===== src/rtl/arb_pkg.sv =====
// Shared constants, state encoding and BCD helper for the 10-way round-robin arbiter.
package arb_pkg;

    localparam int         N_REQ    = 10;
    localparam logic [3:0] NO_GRANT = 4'hF;

    typedef enum logic [1:0] {
        ST_IDLE  = 2'd0,
        ST_GRANT = 2'd1,
        ST_GAP   = 2'd2
    } state_t;

    // Sum of two BCD digits, modulo 10; both operands are expected in 0..9.
    function automatic logic [3:0] mod10_add(input logic [3:0] a, input logic [3:0] b);
        logic [4:0] s;
        s = {1'b0, a} + {1'b0, b};
        if (s >= 5'd10) s = s - 5'd10;
        return s[3:0];
    endfunction

endpackage


===== src/rtl/rr_pick10.sv =====
// Rotating-priority picker: first set request at or after ptr, wrapping 9 -> 0.
module rr_pick10
    import arb_pkg::*;
(
    input  logic [N_REQ-1:0] req,
    input  logic [3:0]       ptr,
    output logic             found,
    output logic [3:0]       idx,
    output logic [N_REQ-1:0] onehot
);

    logic [N_REQ-1:0] rot;
    logic [3:0]       off;

    always_comb begin
        rot = '0;
        for (int i = 0; i < N_REQ; i++) begin
            rot[i] = req[mod10_add(4'(i), ptr)];
        end
    end

    // NOTE: every output of an always_comb gets a default first, so no path leaves it unassigned and no latch is inferred.
    always_comb begin
        found = 1'b0;
        off   = 4'd0;
        for (int i = N_REQ - 1; i >= 0; i--) begin
            if (rot[i]) begin
                found = 1'b1;
                off   = 4'(i);
            end
        end
        idx    = found ? mod10_add(off, ptr) : NO_GRANT;
        onehot = found ? ({{(N_REQ-1){1'b0}}, 1'b1} << idx) : '0;
    end

endmodule


===== src/rtl/rr_arbiter_bcd10.sv =====
// Round-robin arbiter for 10 requesters: registered one-hot grant, BCD index,
// hold-until-done with forced release after TIMEOUT cycles, and one GAP cycle per release.
module rr_arbiter_bcd10
    import arb_pkg::*;
#(
    parameter int TIMEOUT = 16,
    parameter int CNT_W   = 8
) (
    input  logic             clk,
    input  logic             rst,
    input  logic [N_REQ-1:0] req,
    input  logic             done,
    output logic [N_REQ-1:0] gnt,
    output logic [3:0]       gnt_idx,
    output logic             gnt_valid,
    output logic             timeout
);

    state_t             state_q, state_d;
    logic [3:0]         ptr_q, ptr_d;
    logic [CNT_W-1:0]   cnt_q, cnt_d;
    logic [N_REQ-1:0]   gnt_q, gnt_d;
    logic [3:0]         idx_q, idx_d;
    logic               valid_q, valid_d;
    logic               timeout_q, timeout_d;

    logic               pick_found;
    logic [3:0]         pick_idx;
    logic [N_REQ-1:0]   pick_onehot;

    logic               rel_drop;
    logic               rel_cnt;
    logic               release_now;

    rr_pick10 u_pick (
        .req    (req),
        .ptr    (ptr_q),
        .found  (pick_found),
        .idx    (pick_idx),
        .onehot (pick_onehot)
    );

    // Priority done > request drop > timeout only matters for the timeout pulse.
    assign rel_drop    = ~|(req & gnt_q);
    assign rel_cnt     = (cnt_q == CNT_W'(TIMEOUT - 1));
    assign release_now = (state_q == ST_GRANT) && (done || rel_drop || rel_cnt);

    // NOTE: state registers use non-blocking assignments so every register samples pre-edge values.
    always_ff @(posedge clk) begin
        if (rst) begin
            state_q   <= ST_IDLE;
            ptr_q     <= 4'd0;
            cnt_q     <= '0;
            gnt_q     <= '0;
            idx_q     <= NO_GRANT;
            valid_q   <= 1'b0;
            timeout_q <= 1'b0;
        end else begin
            state_q   <= state_d;
            ptr_q     <= ptr_d;
            cnt_q     <= cnt_d;
            gnt_q     <= gnt_d;
            idx_q     <= idx_d;
            valid_q   <= valid_d;
            timeout_q <= timeout_d;
        end
    end

    always_comb begin
        state_d = state_q;
        unique case (state_q)
            ST_IDLE:  if (pick_found) state_d = ST_GRANT;
            ST_GRANT: if (release_now) state_d = ST_GAP;
            ST_GAP:   state_d = ST_IDLE;
            default:  state_d = ST_IDLE;
        endcase
    end

    always_comb begin
        ptr_d     = ptr_q;
        cnt_d     = cnt_q;
        gnt_d     = gnt_q;
        idx_d     = idx_q;
        valid_d   = valid_q;
        timeout_d = 1'b0;
        unique case (state_q)
            ST_IDLE: begin
                if (pick_found) begin
                    gnt_d   = pick_onehot;
                    idx_d   = pick_idx;
                    valid_d = 1'b1;
                    cnt_d   = '0;
                end
            end
            ST_GRANT: begin
                if (release_now) begin
                    gnt_d     = '0;
                    idx_d     = NO_GRANT;
                    valid_d   = 1'b0;
                    ptr_d     = mod10_add(idx_q, 4'd1);
                    timeout_d = rel_cnt && !done && !rel_drop;
                end else if (cnt_q != {CNT_W{1'b1}}) begin
                    cnt_d = cnt_q + 1'b1;
                end
            end
            default: begin
                gnt_d   = '0;
                idx_d   = NO_GRANT;
                valid_d = 1'b0;
            end
        endcase
    end

    assign gnt       = gnt_q;
    assign gnt_idx   = idx_q;
    assign gnt_valid = valid_q;
    assign timeout   = timeout_q;

endmodule


===== config.mk =====
export PLATFORM = sky130hd
export DESIGN_NAME = rr_arbiter_bcd10
export DESIGN_NICKNAME = d
export VERILOG_FILES = /design/src/rtl/arb_pkg.sv /design/src/rtl/rr_pick10.sv /design/src/rtl/rr_arbiter_bcd10.sv
export SDC_FILE = /design/constraint.sdc
export NUM_CORES = 1
export LEC_CHECK = 0
export ABC_AREA = 1
export CORE_AREA = 2 2 128 130
export CTS_CLUSTER_SIZE = 14
export DETAILED_ROUTE_END_ITERATION = 6
export DIE_AREA = 0 0 130 132
export HOLD_SLACK_MARGIN = 0.03
export PLACE_DENSITY_LB_ADDON = 0.2
export SETUP_SLACK_MARGIN = 0.5
export SYNTH_ARGS = -nofsm -noshare
export SYNTH_HDL_FRONTEND = slang
export SYNTH_SLANG_ARGS = --single-unit

===== constraint.sdc =====
create_clock -name clk -period 7.4 [get_ports clk]
set_input_delay 2.22 -clock clk [delete_from_list [all_inputs] [get_ports clk]]
set_output_delay 2.22 -clock clk [all_outputs]
set_load 0.005 [all_outputs]

# Word-level counts from Yosys, hierarchy flattened
# Index checks and enable logic that the tools add are counted.
[word_totals]
output_inout_bits = 16
input_bits = 13
elab_cells = 147
register_bits = 30
[op_classes]
bitwise_logic = 3
n_eq_ne = 7
n_addsub = 24
magnitude_cmp = 22
mux = 69
shift = 1
reduce_logical = 14
[ops]
columns = ["op", "count"]
rows = [
  ["2-to-1 mux 4 bit", 25],
  ["greater-or-equal comparator 5 x 4 -> 1 bit (second input constant)", 11],
  ["< comparator 4 x 5 -> 1 bit (second input constant)", 10],
  ["subtractor 4 bit (second input constant)", 12],
  ["binary-select mux 1 bit (select 4 bit)", 10],
  ["2-to-1 mux 8 bit", 3],
  ["2-to-1 mux 1 bit", 22],
  ["adder 3 x 4 -> 5 bit (first input constant)", 4],
  ["2-to-1 mux 10 bit", 2],
  ["case mux 10 bit (2 select lines)", 1],
  ["case mux 8 bit (2 select lines)", 1],
  ["adder 2 x 4 -> 5 bit (first input constant)", 2],
  ["adder 4 x 4 -> 5 bit (first input constant)", 2],
  ["bitwise AND 10 bit", 1],
  ["OR reduction 10 bit", 1],
  ["left shift 1 x 4 -> 10 bit (first input constant)", 1],
  ["adder 8 x 1 -> 8 bit (second input constant)", 1],
  ["equality test 8 x 4 -> 1 bit (second input constant)", 1],
  ["!= test 8 bit (second input constant)", 1],
  ["case mux 4 bit (2 select lines)", 1],
  ["!= test 2 bit (second input constant)", 3],
  ["adder 1 x 4 -> 5 bit (first input constant)", 1],
  ["adder 4 x 1 -> 5 bit (second input constant)", 1],
  ["adder 4 x 4 -> 5 bit", 1],
  ["15 further kinds", 22],
]

# Logic depth before layout (Yosys ltp)
# Gate-level depths: netlist of the first run.
[depth]
word_depth = 22
depth_mapped = 37
depth_no_buf = 36

# Hierarchy
# From an unflattened synthesis of the first run, not the netlist that was laid out.
[hier_totals]
cells_unflattened = 654
hier_area_um2 = 3942.5
[modules_own_cells]
columns = ["module", "cells_per_inst", "instances", "area_each_um2", "seq_area_each_um2"]
rows = [
  ["rr_pick10", 420, 1, 2369.8, 0.0],
  ["rr_arbiter_bcd10", 234, 1, 1572.8, 580.6],
]

# Least setup slack after synthesis of the first run
# No wires, ideal clock.
[synth_path]
path_kind = "input-to-reg"
from = "in req[9]"
to = "reg gnt_q[1], in the netlist gnt[1]"
slack_ns = 2.142
t_required_ns = 7.272
arrival_ns = 5.130
path_buffers = 0
setup_time_ns = 0.128
stages = 23
path_cell_list = "inv_1 > o21ai_0 > nand2_1 > nor3_1 > a21oi_1 > a21oi_1 > nor2_1 > nor2_1 > o21ai_0 > ha_1 > fa_1 > xor2_1 > inv_1 > ha_1 > inv_1 > o21ai_0 > nand3_1 > o21ai_0 > inv_1 > nand4_1 > nor2_1 > nor2_1 > nor2_1"
[synth_via]
elab_chain_cells = 19
elab_cells_between_ends = 57
cone_classes = "add/sub (2); order compare (1); eq/ne (2); shift (1); mux (44); bitwise (1); reduce/logical (6)"
[synth_rtl]
columns = ["item", "line", "rtl"]
rows = [
  ["start, declared", "rr_arbiter_bcd10.sv:11", "input logic [N_REQ-1:0] req,"],
  ["binary-select mux 1 bit (select 4 bit)", "rr_pick10.sv:18", "rot[i] = req[mod10_add(4'(i), ptr)];"],
  ["2-to-1 mux 1 bit (not written as such)", "rr_pick10.sv:18", ""],
  ["2-to-1 mux 4 bit (10 in a row)", "rr_pick10.sv:27", "if (rot[i]) begin"],
  ["adder 4 x 4 -> 5 bit", "arb_pkg.sv:16", "s = {1'b0, a} + {1'b0, b};"],
  ["subtractor 4 bit / greater-or-equal comparator 5 x 4 -> 1 bit (equally long branches)", "arb_pkg.sv:17", "if (s >= 5'd10) s = s - 5'd10;"],
  ["2-to-1 mux 4 bit", "arb_pkg.sv:17", ""],
  ["2-to-1 mux 4 bit", "rr_pick10.sv:32", "idx = found ? mod10_add(off, ptr) : NO_GRANT;"],
  ["left shift 1 x 4 -> 10 bit", "rr_pick10.sv:33", "onehot = found ? ({{(N_REQ-1){1'b0}}, 1'b1} << idx) : '0;"],
  ["2-to-1 mux 10 bit", "rr_arbiter_bcd10.sv:88", "if (pick_found) begin"],
  ["case mux 10 bit (2 select lines)", "rr_arbiter_bcd10.sv:86", "unique case (state_q)"],
  ["end signal, assigned", "rr_arbiter_bcd10.sv:62", "gnt_q <= gnt_d;"],
  ["end, declared", "rr_arbiter_bcd10.sv:22", "logic [N_REQ-1:0] gnt_q, gnt_d;"],
]
# Parallel ways exist; a longest one is shown, timed or not. The select of a mux whose other input is x is not followed.
# A chain may end at the register's enable or synchronous reset.

# Worst setup path in the final report of the first run
[layout_path]
from = "in req[1]"
to = "reg gnt_q[8], in the netlist gnt[8]"
# The elaborated chain is that of the path after synthesis.

==> results of run 1 <==
==> critical path: stages <==
cell	delay [ps]
clkdlybuf4s50_1	520
inv_1	50
o21ai_0	380
inv_1	170
nand2_1	110
nand3_1	70
nand2_1	60
nand2_1	40
nand2_1	130
nand3_1	80
nand2_1	70
a21oi_1	60
nor2_1	90
nor2_1	40
o21ai_0	170
ha_1	220
fa_1	470
inv_1	110
ha_1	150
inv_1	50
o21ai_0	160
nand3_1	170
o21ai_0	370
inv_1	150
nand4_1	140
nor2_1	60
nor2_1	80
nor2_1	40
==> per-layer routing <==
layer / GRT usage, % / vias to the layer above / share of wire [%]
li1: - / 2014 / -
met1: 17.1 / 1752 / 48
met2: 22.6 / 45 / 49
met3: 1.38 / 4 / 2.1
met4: 2.27 / 0 / 0.52
met5: 0 / - / 0
==> sequential cells by signal, indices dropped and copies added, names as in the netlist <==
register / count
timeout: 1
gnt_valid: 1
ptr_q: 4
gnt: 10
state_q: 1
gnt_idx: 4
cnt_q: 8
==> worst max-delay path by stage <==
stage                     cells after the start                   to  slack, ps    from
after floorplan                              23  gnt[1]$_SDFFE_PP0P_       2140  req[9]
after global placement                       28  gnt[1]$_SDFFE_PP0P_        970  req[7]
after detailed placement                     28  gnt[8]$_SDFFE_PP0P_        810  req[1]
after CTS                                    28  gnt[8]$_SDFFE_PP0P_       1080  req[1]
after global routing                         28  gnt[0]$_SDFFE_PP0P_        650  req[7]
final                                        28  gnt[8]$_SDFFE_PP0P_       1100  req[1]
==> placed cells by master, fill, tap and decap left out, drive strengths merged <==
master,n
clkbuf,5
nor2,50
o2111ai,1
xor2,17
o21ai,44
inv,69
nor3,7
a32o,1
fa,2
o211ai,1
a22oi,1
nand3b,5
clkdlybuf4s50,28
nand4,10
o22ai,1
mux2i,1
a21oi,31
a221oi,2
a21boi,3
o21bai,1
xnor2,4
nand3,79
dfxtp,29
ha,30
clkinv,3
nand2,190
clkinvlp,1
nor4,3
a21o,1
buf,3
==> cell families after synthesis <==
family	after synthesis	share of synthesized area (%)
AOI/OAI and AO/OA	87	13.9
xor gates and xnor gates	21	5.18
adders and majority gates	32	11.7
buffers and inverters	77	8.96
DFF	29	16.4
muxes	1	0.282
and+or+nand+nor	344	43.6
==> final cells by class <==
class / count / share of cell area, %
Sequential cell: 29 / 13.8
Clock buffer: 5 / 2.97
Tap cell: 216 / 6.42
Inverter: 70 / 6.30
Timing Repair Buffer: 31 / 7.19
Multi-Input combinational cell: 485 / 62.9
Clock inverter: 3 / 0.416
==> per-stage QoR <==
step                      setup slack (ps)  cell area [um2]  utilization [%]  cells
after floorplan                       2140             3550                -    591
after global placement                 969             4070             25.9    831
after detailed placement               812             4070             25.9    831
after CTS                             1080             4210             26.8    839
after global routing                   646             4210             26.8    839
final                                 1100             4210             26.8    839
==> qor.yml, run 1 <==
run_status: "finished, final reports clean"
max_cap_viol_count: 0
antenna_cells: 0
fin_setup_tns_ps: 0
yosys.area.top_type: "nand2_1"
fin_skew_ps: 6.64
yosys-top-cells-area: "nand2_1, dfxtp_1, ha_1, nand3_1, inv_1"
multi_input_area_mm2: 0.00265
grt_max_degree: 27
whs_path_depth: 2
period_share_pct: 85.2
start_util_pct: 22.6
hold_viol: 0
num-fill-cells: 1757
regArea_um2: 581
path_class: "input pin to register"
ys_seq_area_share_pct: 16.4
netlist_area_mm2: 0.00355
route.final.wire_length_um: 10600
dieArea_mm2: 0.0172
cts_resized: 0
rows: 46
r2r_setup_slack_ps: 1840
layout_min_cycle_time_ps: 6300
synthFlopType: "dfxtp_1"
port_buffers: 28
ys_top_cells_by_count: "nand2_1, nand3_1, inv_1"
die_width_um: 130
syn_nets: 636
cp-start-kind: "input pin"
cp-end-kind: "register"
synth_top_area_share_pct: 18.4
r2r_end: "gnt[8]$_SDFFE_PP0P_"
post-cts-setup-buffer-count: 0
ys_async_sr_fraction_pct: 0
synth_cells: 591
hold_path_end: "cnt_q[2]$_SDFFE_PP0P_"
grt.overflow.total: 0
drtIter0Drc: 228
cp_data_required_time_ps: 7530
groute.usage.overall_pct: 12.9
vias: 3815
setup_viol_count_final: 0
dr.pass1.iters: 5
yosysMostFrequentCell: "nand2_1"
antenna_found_initial: 0
ios: 29
synth_seq_cells: 29
synth.avg_cell_area_um2: 6.00
critPathMaxFanout: 4
cts_buffer_depth: 2
cts_sinks: 29
grt_pass1_wl_um: 18200
slew_violations: 0
rr_startpoint: "ptr_q[1]$_SDFFE_PP0P_"
die_h_um: 132
worstPathArrival_ps: 6430
core_region_area_mm2: 0.0157
grt_pass1_vias: 3775
holdBufCountCts: 0
drive_gt1_share_pct: 6.74
place.gp.congestion: 0.834
cts_root_buf: "clkbuf_16"
path_clk_slew_ps: 50
rr_worst_depth: 33
antenna_left: 0
drc: 0
synth_edf_count: 0
cts_tree: "done"
hold-worst-slack_ps: 509
dpl.hpwl_um: 8560
cts_buffers: 5
slew_headroom_pct: 49.6
fin_nets: 667
fmax_mhz: 159
wire_per_inst_um: 12.7
rsz0062_at_grt: "false"
areaGrowthSynthToFinish_pct: 18.7
tightest_slew_ps: 753
clk-insertion-delay-late_ps: 270
synth_warnings: 0
min_from: "cnt_q[2]$_SDFFE_PP0P_"
hp-class: "register to register"
ys_types: 38
vias_per_cell: 4.55
cts-htree-levels: 2
Power of run 1 is not shown: default switching activity piles up to over one toggle a cycle in this logic, so the estimate is an artifact.
==> inputs of run 2 (changes only) <==
--- a/config.mk
+++ b/config.mk
@@ -13,6 +13,7 @@
 export HOLD_SLACK_MARGIN = 0.03
 export PLACE_DENSITY_LB_ADDON = 0.2
 export SETUP_SLACK_MARGIN = 0.5
+export SKIP_CTS_REPAIR_TIMING = 1
 export SYNTH_ARGS = -nofsm -noshare
 export SYNTH_HDL_FRONTEND = slang
 export SYNTH_SLANG_ARGS = --single-unit
==> results of run 2 <==
The final DEF is identical to that of run 1; final timing and power are the same.
Power of run 2 is left out for the same reason.
==> inputs of run 3 (changes only) <==
--- a/config.mk
+++ b/config.mk
@@ -12,8 +12,10 @@
 export DIE_AREA = 0 0 130 132
 export HOLD_SLACK_MARGIN = 0.03
 export PLACE_DENSITY_LB_ADDON = 0.2
+export REMOVE_ABC_BUFFERS = 1
 export SETUP_SLACK_MARGIN = 0.5
 export SKIP_CTS_REPAIR_TIMING = 1
+export SLEW_MARGIN = 20
 export SYNTH_ARGS = -nofsm -noshare
 export SYNTH_HDL_FRONTEND = slang
 export SYNTH_SLANG_ARGS = --single-unit
==> run 3 against run 2 <==
Net effect: non-clock buffer count unchanged; maximum frequency down 0.37%; core utilization up 0.096 points; setup slack worse by 24 ps; critical path depth down 1; global-route usage up 0.26 points; first-iteration DRC count down 18%; hold slack better by 2.7 ps.
==> qor.yml, run 3 (synthesis gave the netlist of run 1 again) <==
final_common_cell: "nand2_1"  # unchanged
cts_buffers: 5  # unchanged
drtIter0Drc: 187  # was 228
antenna_found_initial: 0  # unchanged
cts_root_buf: "clkbuf_16"  # unchanged
r2r_end: "gnt[6]$_SDFFE_PP0P_"  # was gnt[8]$_SDFFE_PP0P_
cp_data_required_time_ps: 7580  # was 7530 ps
cp-end-kind: "register"  # unchanged
core_region_area_mm2: 0.0157  # unchanged
clk-insertion-delay-late_ps: 270  # about the same
setup_viol_count_final: 0  # unchanged
slew_violations: 0  # unchanged
vias_per_cell: 4.59  # was 4.55
hold_viol: 0  # unchanged
antenna_left: 0  # unchanged
critPathMaxFanout: 4  # unchanged
min_from: "cnt_q[0]$_SDFFE_PP0P_"  # was cnt_q[2]$_SDFFE_PP0P_
fmax_mhz: 158  # was 159 MHz
path_class: "input pin to register"  # unchanged
die_width_um: 130  # unchanged
hp-class: "register to register"  # unchanged
grt_max_degree: 27  # unchanged
dp_cells: 831  # unchanged
grt_pass1_vias: 3644  # was 3,775
fin_setup_tns_ps: 0  # unchanged
cp-start-kind: "input pin"  # unchanged
layout_min_cycle_time_ps: 6330  # was 6300 ps
drc: 0  # unchanged
dr.pass1.iters: 4  # was 5
dieArea_mm2: 0.0172  # unchanged
groute.usage.overall_pct: 13.1  # was 12.9%
cts_tree: "done"  # unchanged
slew_headroom_pct: 47.7  # was 49.6%
areaGrowthSynthToFinish_pct: 19.1  # was 18.7%
whs_path_depth: 2  # unchanged
wire_per_inst_um: 13.1  # was 12.7 um
fin_skew_ps: 8.89  # was 6.64 ps
period_share_pct: 85.5  # was 85.2%
path_clk_slew_ps: 50  # about the same
rows: 46  # unchanged
antenna_cells: 0  # unchanged
place.gp.congestion: 0.905  # was 0.834
worstPathArrival_ps: 6510  # was 6430 ps
port_buffers: 28  # unchanged
cts_buffer_depth: 2  # unchanged
tightest_slew_ps: 783  # was 753 ps
hold_path_end: "cnt_q[0]$_SDFFE_PP0P_"  # was cnt_q[2]$_SDFFE_PP0P_
cts_sinks: 29  # unchanged
rr_startpoint: "ptr_q[0]$_SDFFE_PP0P_"  # was ptr_q[1]$_SDFFE_PP0P_
route.final.wire_length_um: 11000  # was 10,600 um
layout_common_cells: "nand2_1, nand3_1, inv_1, nor2_1, o21ai_0"  # unchanged
grt_pass1_wl_um: 18300  # was 18,200 um
r2r_setup_slack_ps: 1960  # was 1840 ps
largest_reg_flops: 10  # unchanged
dpl.hpwl_um: 8990  # was 8560 um
cts-htree-levels: 2  # unchanged
ios: 29  # unchanged
die_h_um: 132  # unchanged
grt.overflow.total: 0  # unchanged
rr_worst_depth: 32  # was 33
fin_nets: 667  # unchanged
start_util_pct: 22.6  # unchanged
drive_gt1_share_pct: 6.74  # unchanged
run_status: "finished, final reports clean"  # unchanged
rsz0062_at_grt: "false"  # unchanged
max_cap_viol_count: 0  # unchanged
vias: 3853  # was 3,815
instances_no_fill: 839  # unchanged
-- run 3: critical path, stage by stage --
cell	delay [ps]
clkdlybuf4s50_1	570
inv_1	80
o21ai_0	380
inv_1	160
nand3_1	110
nand3_1	80
nand2_1	80
nand2_1	50
nand2_1	100
nand3_1	70
nand2_1	60
a21oi_1	50
nor2_1	90
nor2_1	40
o21ai_0	180
ha_1	220
fa_1	460
inv_1	100
ha_1	160
inv_1	50
o21ai_0	170
nand3_1	160
o21ai_0	360
inv_1	130
nor2_1	190
nand2_1	80
a21oi_1	120
-- run 3: how the worst max path moves through the flow --
stage / from / to / slack [ps] / cells past startpoint
floorplan: req[9] / gnt[1]$_SDFFE_PP0P_ / 2160 / 23
global placement: req[7] / gnt[0]$_SDFFE_PP0P_ / 920 / 28
detailed placement: req[3] / gnt[7]$_SDFFE_PP0P_ / 880 / 27
CTS: req[7] / gnt[7]$_SDFFE_PP0P_ / 1140 / 27
global route: req[7] / gnt[0]$_SDFFE_PP0P_ / 500 / 28
finish: req[7] / gnt[6]$_SDFFE_PP0P_ / 1070 / 27
-- run 3: cell type report --
class	count	area, um2
repair buffers	31	303
multi-input cells	485	2650
flip-flops and latches	29	581
well taps	216	270
inverters	70	265
clock buffers	7	153
clock inverters	1	5.00
fillers	1741	11500
-- run 3: per-stage QoR --
step	setup WS (ps)	hold WS (ps)	util, %	cell area (um2)
6_report	1070	512	26.9	4230
5_1_grt	500	550	26.9	4230
4_1_cts	1140	517	26.9	4230
3_5_place_dp	882	510	25.9	4070
3_3_place_gp	918	500	25.9	4070
2_1_floorplan	2160	469	-	3500
-- run 3: routing by layer --
metal  track usage [%]  vias up  routed length [um]
li1                  -     2008                   -
met1              17.6     1751                5240
met2              22.3       79                5250
met3              1.66       15                 371
met4              2.87        0                 163
met5                 0        -                   0
Power of run 3 is left out for the same reason.
